$ cat src/rtl/reg_file_sb_pkg.sv
// Shared register-file constants and ABI register names.
// Optional feature macro: REG_BYPASS_EN (write-through forwarding, see reg_file_sb).
package reg_names;

  localparam int DATA_WIDTH = 32;
  localparam int REG_COUNT  = 32;
  localparam int REG_SIZE   = $clog2(REG_COUNT);
  localparam int BUSY_CNT_W = $clog2(REG_COUNT + 1);

  typedef enum logic [REG_SIZE-1:0] {
    ZERO = 5'd0,  RA  = 5'd1,  SP  = 5'd2,  GP  = 5'd3,
    TP   = 5'd4,  T0  = 5'd5,  T1  = 5'd6,  T2  = 5'd7,
    S0   = 5'd8,  S1  = 5'd9,  A0  = 5'd10, A1  = 5'd11,
    A2   = 5'd12, A3  = 5'd13, A4  = 5'd14, A5  = 5'd15,
    A6   = 5'd16, A7  = 5'd17, S2  = 5'd18, S3  = 5'd19,
    S4   = 5'd20, S5  = 5'd21, S6  = 5'd22, S7  = 5'd23,
    S8   = 5'd24, S9  = 5'd25, S10 = 5'd26, S11 = 5'd27,
    T3   = 5'd28, T4  = 5'd29, T5  = 5'd30, T6  = 5'd31
  } regName_t;

endpackage

$ cat src/rtl/reg_file_sb_if.sv
// Decode/write-back side bus of the register file and scoreboard.
// The slave modport is the register file; master is the pipeline.
interface reg_file_sb_if
  import reg_names::*;
#(
  parameter int DATA_WIDTH = reg_names::DATA_WIDTH,
  parameter int REG_COUNT  = reg_names::REG_COUNT,
  parameter int READ_PORTS = 2
);
  localparam int REG_SIZE   = $clog2(REG_COUNT);
  localparam int BUSY_CNT_W = $clog2(REG_COUNT + 1);

  logic [READ_PORTS-1:0][REG_SIZE-1:0]   rd_addr;
  logic [READ_PORTS-1:0][DATA_WIDTH-1:0] rd_data;
  logic [READ_PORTS-1:0]                 rd_busy;
  logic                                  wr_en;
  logic [REG_SIZE-1:0]                   wr_addr;
  logic [DATA_WIDTH-1:0]                 wr_data;
  logic                                  iss_en;
  logic [REG_SIZE-1:0]                   iss_addr;
  logic                                  iss_ready;
  logic                                  flush;
  logic [BUSY_CNT_W-1:0]                 busy_count;

  modport master (
    output rd_addr, wr_en, wr_addr, wr_data, iss_en, iss_addr, flush,
    input  rd_data, rd_busy, iss_ready, busy_count
  );

  modport slave (
    input  rd_addr, wr_en, wr_addr, wr_data, iss_en, iss_addr, flush,
    output rd_data, rd_busy, iss_ready, busy_count
  );

endinterface

$ cat src/rtl/reg_file_sb_scoreboard.sv
// Pending-write scoreboard: busy bits, issue acceptance, flush and busy count.
module reg_scoreboard
  import reg_names::*;
#(
  parameter int REG_COUNT = reg_names::REG_COUNT,
  parameter int ZERO_REG  = 1,
  localparam int REG_SIZE = $clog2(REG_COUNT),
  localparam int CNT_W    = $clog2(REG_COUNT + 1)
) (
  input  logic                 clk,
  input  logic                 rstN,
  input  logic                 wr_en,
  input  logic [REG_SIZE-1:0]  wr_addr,
  input  logic                 iss_en,
  input  logic [REG_SIZE-1:0]  iss_addr,
  input  logic                 flush,
  output logic                 iss_ready,
  output logic [REG_COUNT-1:0] busy,
  output logic [CNT_W-1:0]     busy_count
);

  logic wr_zero, iss_zero, iss_hit, accept, clr, inc, dec;

  always_comb begin
    wr_zero   = (ZERO_REG != 0) && (wr_addr == '0);
    iss_zero  = (ZERO_REG != 0) && (iss_addr == '0);
    iss_hit   = wr_en && (wr_addr == iss_addr);
    iss_ready = rstN && !flush && (!busy[iss_addr] || iss_hit);
    accept    = iss_en && iss_ready && !iss_zero;
    clr       = wr_en && !wr_zero;
    inc       = accept && !busy[iss_addr];
    // a same-register issue keeps the bit set, so the retiring write must not count down
    dec       = clr && busy[wr_addr] && !(accept && iss_hit);
  end

  always_ff @(posedge clk or negedge rstN) begin
    if (!rstN) begin
      busy       <= '0;
      busy_count <= '0;
    end else if (flush) begin
      busy       <= '0;
      busy_count <= '0;
    end else begin
      if (clr)    busy[wr_addr]  <= 1'b0;
      if (accept) busy[iss_addr] <= 1'b1;
      busy_count <= busy_count + CNT_W'(inc) - CNT_W'(dec);
    end
  end

endmodule

$ cat src/rtl/reg_file_sb.sv
// Integer register file with pending-write scoreboard for the pipelined core.
// Define REG_BYPASS_EN to forward the write-back value to same-cycle reads.
module reg_file_sb
  import reg_names::*;
#(
  parameter int DATA_WIDTH = reg_names::DATA_WIDTH,
  parameter int REG_COUNT  = reg_names::REG_COUNT,
  parameter int READ_PORTS = 2,
  parameter int ZERO_REG   = 1
) (
  input  logic         clk,
  input  logic         rstN,
  reg_file_sb_if.slave bus
);

  localparam int REG_SIZE = $clog2(REG_COUNT);
  localparam int CNT_W    = $clog2(REG_COUNT + 1);

  logic [DATA_WIDTH-1:0] mem [REG_COUNT];
  logic [REG_COUNT-1:0]  busy;
  logic                  iss_ready;
  logic [CNT_W-1:0]      busy_count;
  logic                  wr_zero;

  reg_scoreboard #(
    .REG_COUNT (REG_COUNT),
    .ZERO_REG  (ZERO_REG)
  ) u_sb (
    .clk        (clk),
    .rstN       (rstN),
    .wr_en      (bus.wr_en),
    .wr_addr    (bus.wr_addr),
    .iss_en     (bus.iss_en),
    .iss_addr   (bus.iss_addr),
    .flush      (bus.flush),
    .iss_ready  (iss_ready),
    .busy       (busy),
    .busy_count (busy_count)
  );

  assign bus.iss_ready  = iss_ready;
  assign bus.busy_count = busy_count;
  assign wr_zero        = (ZERO_REG != 0) && (bus.wr_addr == '0);

  always_ff @(posedge clk or negedge rstN) begin
    if (!rstN) begin
      for (int r = 0; r < REG_COUNT; r++) mem[r] <= '0;
    end else if (bus.wr_en && !wr_zero) begin
      mem[bus.wr_addr] <= bus.wr_data;
    end
  end

  always_comb begin
    for (int i = 0; i < READ_PORTS; i++) begin
      logic [REG_SIZE-1:0] a;
      logic                a_zero;
      a              = bus.rd_addr[i];
      a_zero         = (ZERO_REG != 0) && (a == '0);
      bus.rd_data[i] = mem[a];
      bus.rd_busy[i] = busy[a];
`ifdef REG_BYPASS_EN
      if (bus.wr_en && (bus.wr_addr == a)) begin
        bus.rd_data[i] = bus.wr_data;
        bus.rd_busy[i] = 1'b0;
      end
`endif
      if (a_zero || !rstN) begin
        bus.rd_data[i] = '0;
        bus.rd_busy[i] = 1'b0;
      end
    end
  end

endmodule

$ cat src/flat_wrapper.sv
// flat-port wrapper written by rule: the top's interface ports become plain ports
module reg_file_sb_flat import reg_names::*;
#(
  parameter int DATA_WIDTH = reg_names::DATA_WIDTH,
  parameter int REG_COUNT  = reg_names::REG_COUNT,
  parameter int READ_PORTS = 2,
  parameter int ZERO_REG   = 1
)
  (clk, rstN, bus_rd_addr, bus_wr_en, bus_wr_addr, bus_wr_data, bus_iss_en, bus_iss_addr, bus_flush, bus_rd_data, bus_rd_busy, bus_iss_ready, bus_busy_count);
  reg_file_sb_if #(.DATA_WIDTH(DATA_WIDTH), .REG_COUNT(REG_COUNT), .READ_PORTS(READ_PORTS)) bus_i ();
  input  logic clk;
  input  logic rstN;
  input wire logic [$bits(bus_i.rd_addr)-1:0] bus_rd_addr;
  input wire logic [$bits(bus_i.wr_en)-1:0] bus_wr_en;
  input wire logic [$bits(bus_i.wr_addr)-1:0] bus_wr_addr;
  input wire logic [$bits(bus_i.wr_data)-1:0] bus_wr_data;
  input wire logic [$bits(bus_i.iss_en)-1:0] bus_iss_en;
  input wire logic [$bits(bus_i.iss_addr)-1:0] bus_iss_addr;
  input wire logic [$bits(bus_i.flush)-1:0] bus_flush;
  output wire logic [$bits(bus_i.rd_data)-1:0] bus_rd_data;
  output wire logic [$bits(bus_i.rd_busy)-1:0] bus_rd_busy;
  output wire logic [$bits(bus_i.iss_ready)-1:0] bus_iss_ready;
  output wire logic [$bits(bus_i.busy_count)-1:0] bus_busy_count;
  assign bus_i.rd_addr = bus_rd_addr;
  assign bus_i.wr_en = bus_wr_en;
  assign bus_i.wr_addr = bus_wr_addr;
  assign bus_i.wr_data = bus_wr_data;
  assign bus_i.iss_en = bus_iss_en;
  assign bus_i.iss_addr = bus_iss_addr;
  assign bus_i.flush = bus_flush;
  assign bus_rd_data = bus_i.rd_data;
  assign bus_rd_busy = bus_i.rd_busy;
  assign bus_iss_ready = bus_i.iss_ready;
  assign bus_busy_count = bus_i.busy_count;
  reg_file_sb #(.DATA_WIDTH(DATA_WIDTH), .REG_COUNT(REG_COUNT), .READ_PORTS(READ_PORTS), .ZERO_REG(ZERO_REG)) u_core (.clk(clk), .rstN(rstN), .bus(bus_i));
endmodule
$ cat config.mk
export PLATFORM = sky130hd
export DESIGN_NAME = reg_file_sb_flat
export DESIGN_NICKNAME = d
export VERILOG_FILES = /design/src/rtl/reg_file_sb_pkg.sv /design/src/rtl/reg_file_sb_if.sv /design/src/rtl/reg_file_sb_scoreboard.sv /design/src/rtl/reg_file_sb.sv /design/src/flat_wrapper.sv
export SDC_FILE = /design/constraint.sdc
export NUM_CORES = 2
export LEC_CHECK = 0
export BUFFER_PORTS_ARGS = -buffer_cell sky130_fd_sc_hd__buf_4
export CORE_MARGIN = 8
export CORE_UTILIZATION = 64
export DETAILED_ROUTE_END_ITERATION = 7
export PLACE_DENSITY = 0.88
export SKIP_CTS_REPAIR_TIMING = 1
export SLEW_MARGIN = 25
export SYNTH_ARGS = -nofsm -noshare
export SYNTH_HDL_FRONTEND = slang
export SYNTH_SLANG_ARGS = --single-unit
$ cat constraint.sdc
create_clock -name clk -period 3.21 [get_ports clk]
set_input_delay 0.1605 -clock clk [delete_from_list [all_inputs] [get_ports clk]]
set_output_delay 0.1605 -clock clk [all_outputs]
set_load 0.1 [all_outputs]
==> impl_metrics.toml <==
[layout]
nFillCells = 5111
final_cell_area_mm2 = 0.0643
fin_nets = 3969
multi_input_comb_area_mm2 = 0.0290
ff_latch_area_mm2 = 0.0266
fin_util_pct = 72.6
final_layout_size_suffix_gt1_share_pct = 50.4
syn_to_final_growth_pct = 12.3

[sta]
worstMarginPinSlew_ns = 1.01
period_share_pct = 97.2
slew_headroom_pct = 32.4
slew_viol_final = 0
whs_ns = -0.0182
skew_ns = 0.00344
post-route-min-period_ns = 3.12
hold_violations = 142
max_freq_ghz = 0.321
setup_violations = 0

[synthesis]
syn-cell-area_mm2 = 0.0572
syn_avg_cell_area_um2 = 14.6
netlist_instances = 3920
synth_adder_area_share_pct = 0.166
synth_top_family_by_area = "multiplexers"
synthMuxAreaShare_pct = 43.6
ys_seq_elements = 1062
synth_edf_count = 0
syn_nets = 3984
async_reset_ff_share_pct = 100
synthDistinctLibCells = 51
synthSimpleGateAreaFrac_pct = 2.11
synth-main-ff-cell = "dfrtp_1"
synth-compound-area-share_pct = 4.31
synth_xor_xnor_area_share_pct = 0.153
yosysSeqAreaShare_pct = 46.4
ys_warn_count = 0

[critical_path]
r2r_start = "u_core.u_sb.busy[27]"
cp-end-kind = "output pin"
cp.arrival_ns = 2.96
worstPathRequired_ns = 3.05
rrSetupSlack_ns = 0.10
crit_path_start_kind = "flip-flop"
reg2reg_depth = 13
r2r_end = "u_core.u_sb.busy_count[5]"
critPathMaxFanout = 3
worstSetupPathType = "reg2out"

[clock_tree]
numCtsBuffers = 110
clockBufferDepth = 3
root_buffer = "clkbuf_16"
cts_max_level = 3
clk_pin_slew_worst_paths_ns = 0.06
clock_latency_ns = 0.68
cts_tree = "yes"
cts.sinks = 1062

[power]
ir_worst_vdd_mv = 0.472
power-per-cell-area_mw_per_mm2 = 631
power_w = 0.0405
p_leak_nw = 28.3

[floorplan]
std_cell_rows = 109
die-area_mm2 = 0.0992
io_pins = 130
fp.coreArea_mm2 = 0.0885
initial_core_util_pct = 64.7
die_y_um = 315
die-width_um = 315

[placement]
dpl.hpwl_um = 101000
port_buffers = 129
gp_congestion = 0.939
place_area_mm2 = 0.0602

[routing]
drtIter0Drc = 5464
routed_wl_um = 181000
via_per_inst = 7.70
dr.pass1.iters = 8
vias = 39768
drcViolationCount = 0
drt-wirelength-per-cell_um = 34.9
ant_nets = 0

[global_routing]
grt_pass1_wl_um = 270000
grt_max_degree = 157
track_usage_pct = 36.2
grt-ovfl-total = 0
antenna_found_initial = 10
grt_pass1_vias = 42147

[hold_path]
hold_start = "bus_wr_data[1]"
min_path_cells = 2
min_to = "u_core.mem[289]"
worstHoldPathType = "in2reg"

[outcome]
run_status = "finished, violations left"
failed_checks = "hold timing"

[flow_run]
cap_violations = 0
## cell usage in the layout, fill, tap and decap left out, types with 22 or more instances in the layout
cell type and instances:
mux4_2 475, nand3b_1 22, clkbuf_8 24, nor2_1 114, o221ai_1 132, dfrtp_1 1062
mux2_2 992, nor3_1 35, mux2i_1 306, clkinv_2 23, buf_4 230, clkbuf_16 114
o22ai_1 67, a21oi_1 100, buf_12 67
## report_power, final
group	total [W]	internal, W	switching [W]
logic	0.00901	0.00477	0.00425
registers	0.0179	0.0158	0.00206
clock network	0.0136	0.00800	0.00562
total	0.0405	0.0286	0.0119
## flip-flops by register name, summed over array words and instances, names as in the netlist
register	cells
u_core.u_sb.busy_count	6
u_core.mem	1024
u_core.u_sb.busy	32
## metrics by stage
step           std cells  TNS [ns]  worst slack [ns]
4_1_cts             5146    -0.107            -0.107
3_5_place_dp        4943         0            0.0933
3_3_place_gp        4943         0            0.0502
6_report            5167         0            0.0912
2_1_floorplan       3920         0             0.159
5_1_grt             5166   -0.0109           -0.0109
## how the worst max path moves through the flow
stage,startpoint,endpoint,slack [ns],cells past startpoint
finish,u_core.mem[901],bus_rd_data[5],0.09,7
global route,u_core.u_sb.busy[27],u_core.u_sb.busy_count[4],-0.01,13
CTS,u_core.u_sb.busy[24],bus_iss_ready,-0.11,7
detailed placement,bus_wr_addr[0],u_core.u_sb.busy_count[4],0.09,14
global placement,bus_wr_addr[0],u_core.u_sb.busy_count[4],0.05,14
floorplan,bus_rd_addr[1],bus_rd_data[25],0.16,10
## cells in the mapped netlist, types with 5 or more instances
cell | count | area, um2
nor2_1 | 126 | 473
o221ai_1 | 132 | 1160
nand2_1 | 35 | 131
clkbuf_1 | 316 | 1190
o31ai_1 | 6 | 45.0
nor3_1 | 35 | 175
xor2_1 | 6 | 52.6
nand2b_1 | 5 | 31.3
mux2i_1 | 306 | 3060
dfrtp_1 | 1062 | 26600
a21oi_1 | 102 | 510
buf_2 | 92 | 460
mux4_2 | 475 | 10700
buf_1 | 33 | 124
nor2b_1 | 6 | 37.5
o21ai_2 | 7 | 61.3
o22ai_1 | 67 | 419
ha_1 | 6 | 75.1
nand3_1 | 6 | 30.0
o32ai_1 | 11 | 96.3
mux2_2 | 992 | 11200
o21ai_0 | 8 | 40.0
inv_1 | 17 | 63.8
nand3b_1 | 22 | 165
## cells by family (layout without fill, tap and decap cells)
logic type,Yosys count,count (layout)
other,0,6
adders and majority gates,7,7
DFF,1062,1062
buffers and inverters,461,537
and+or+nand+nor,257,257
xor gates and xnor gates,10,10
muxes,1773,1773
AOI/OAI and AO/OA,350,350
## cell type report
| type | count | share of cell area, % |
|---|---|---|
| Sequential cell | 1062 | 41.4 |
| Clock inverter | 48 | 0.915 |
| Multi-Input combinational cell | 2397 | 45.2 |
| Inverter | 17 | 0.103 |
| Tap cell | 1165 | 2.27 |
| Antenna cell | 6 | 0.0234 |
| Clock buffer | 155 | 5.05 |
| Timing Repair Buffer | 317 | 5.12 |
## critical path, cell delays in order (launching register included)
cell	delay [ns]
dfrtp_1	0.40
mux2i_1	0.12
o221ai_1	0.25
o22ai_1	0.14
nor3_1	0.27
a21oi_1	0.18
nor2_1	0.51
buf_4	0.39
## routing by layer
layer / GRT usage (%) / part of all wire [%] / up-vias
met5: 0 / 0.020 / -
met2: 54.8 / 46 / 3099
li1: - / - / 15173
met4: 23.8 / 7.6 / 6
met1: 45.5 / 35 / 20560
met3: 11.0 / 12 / 930
Note: power is estimated with default switching activity, not from simulation.
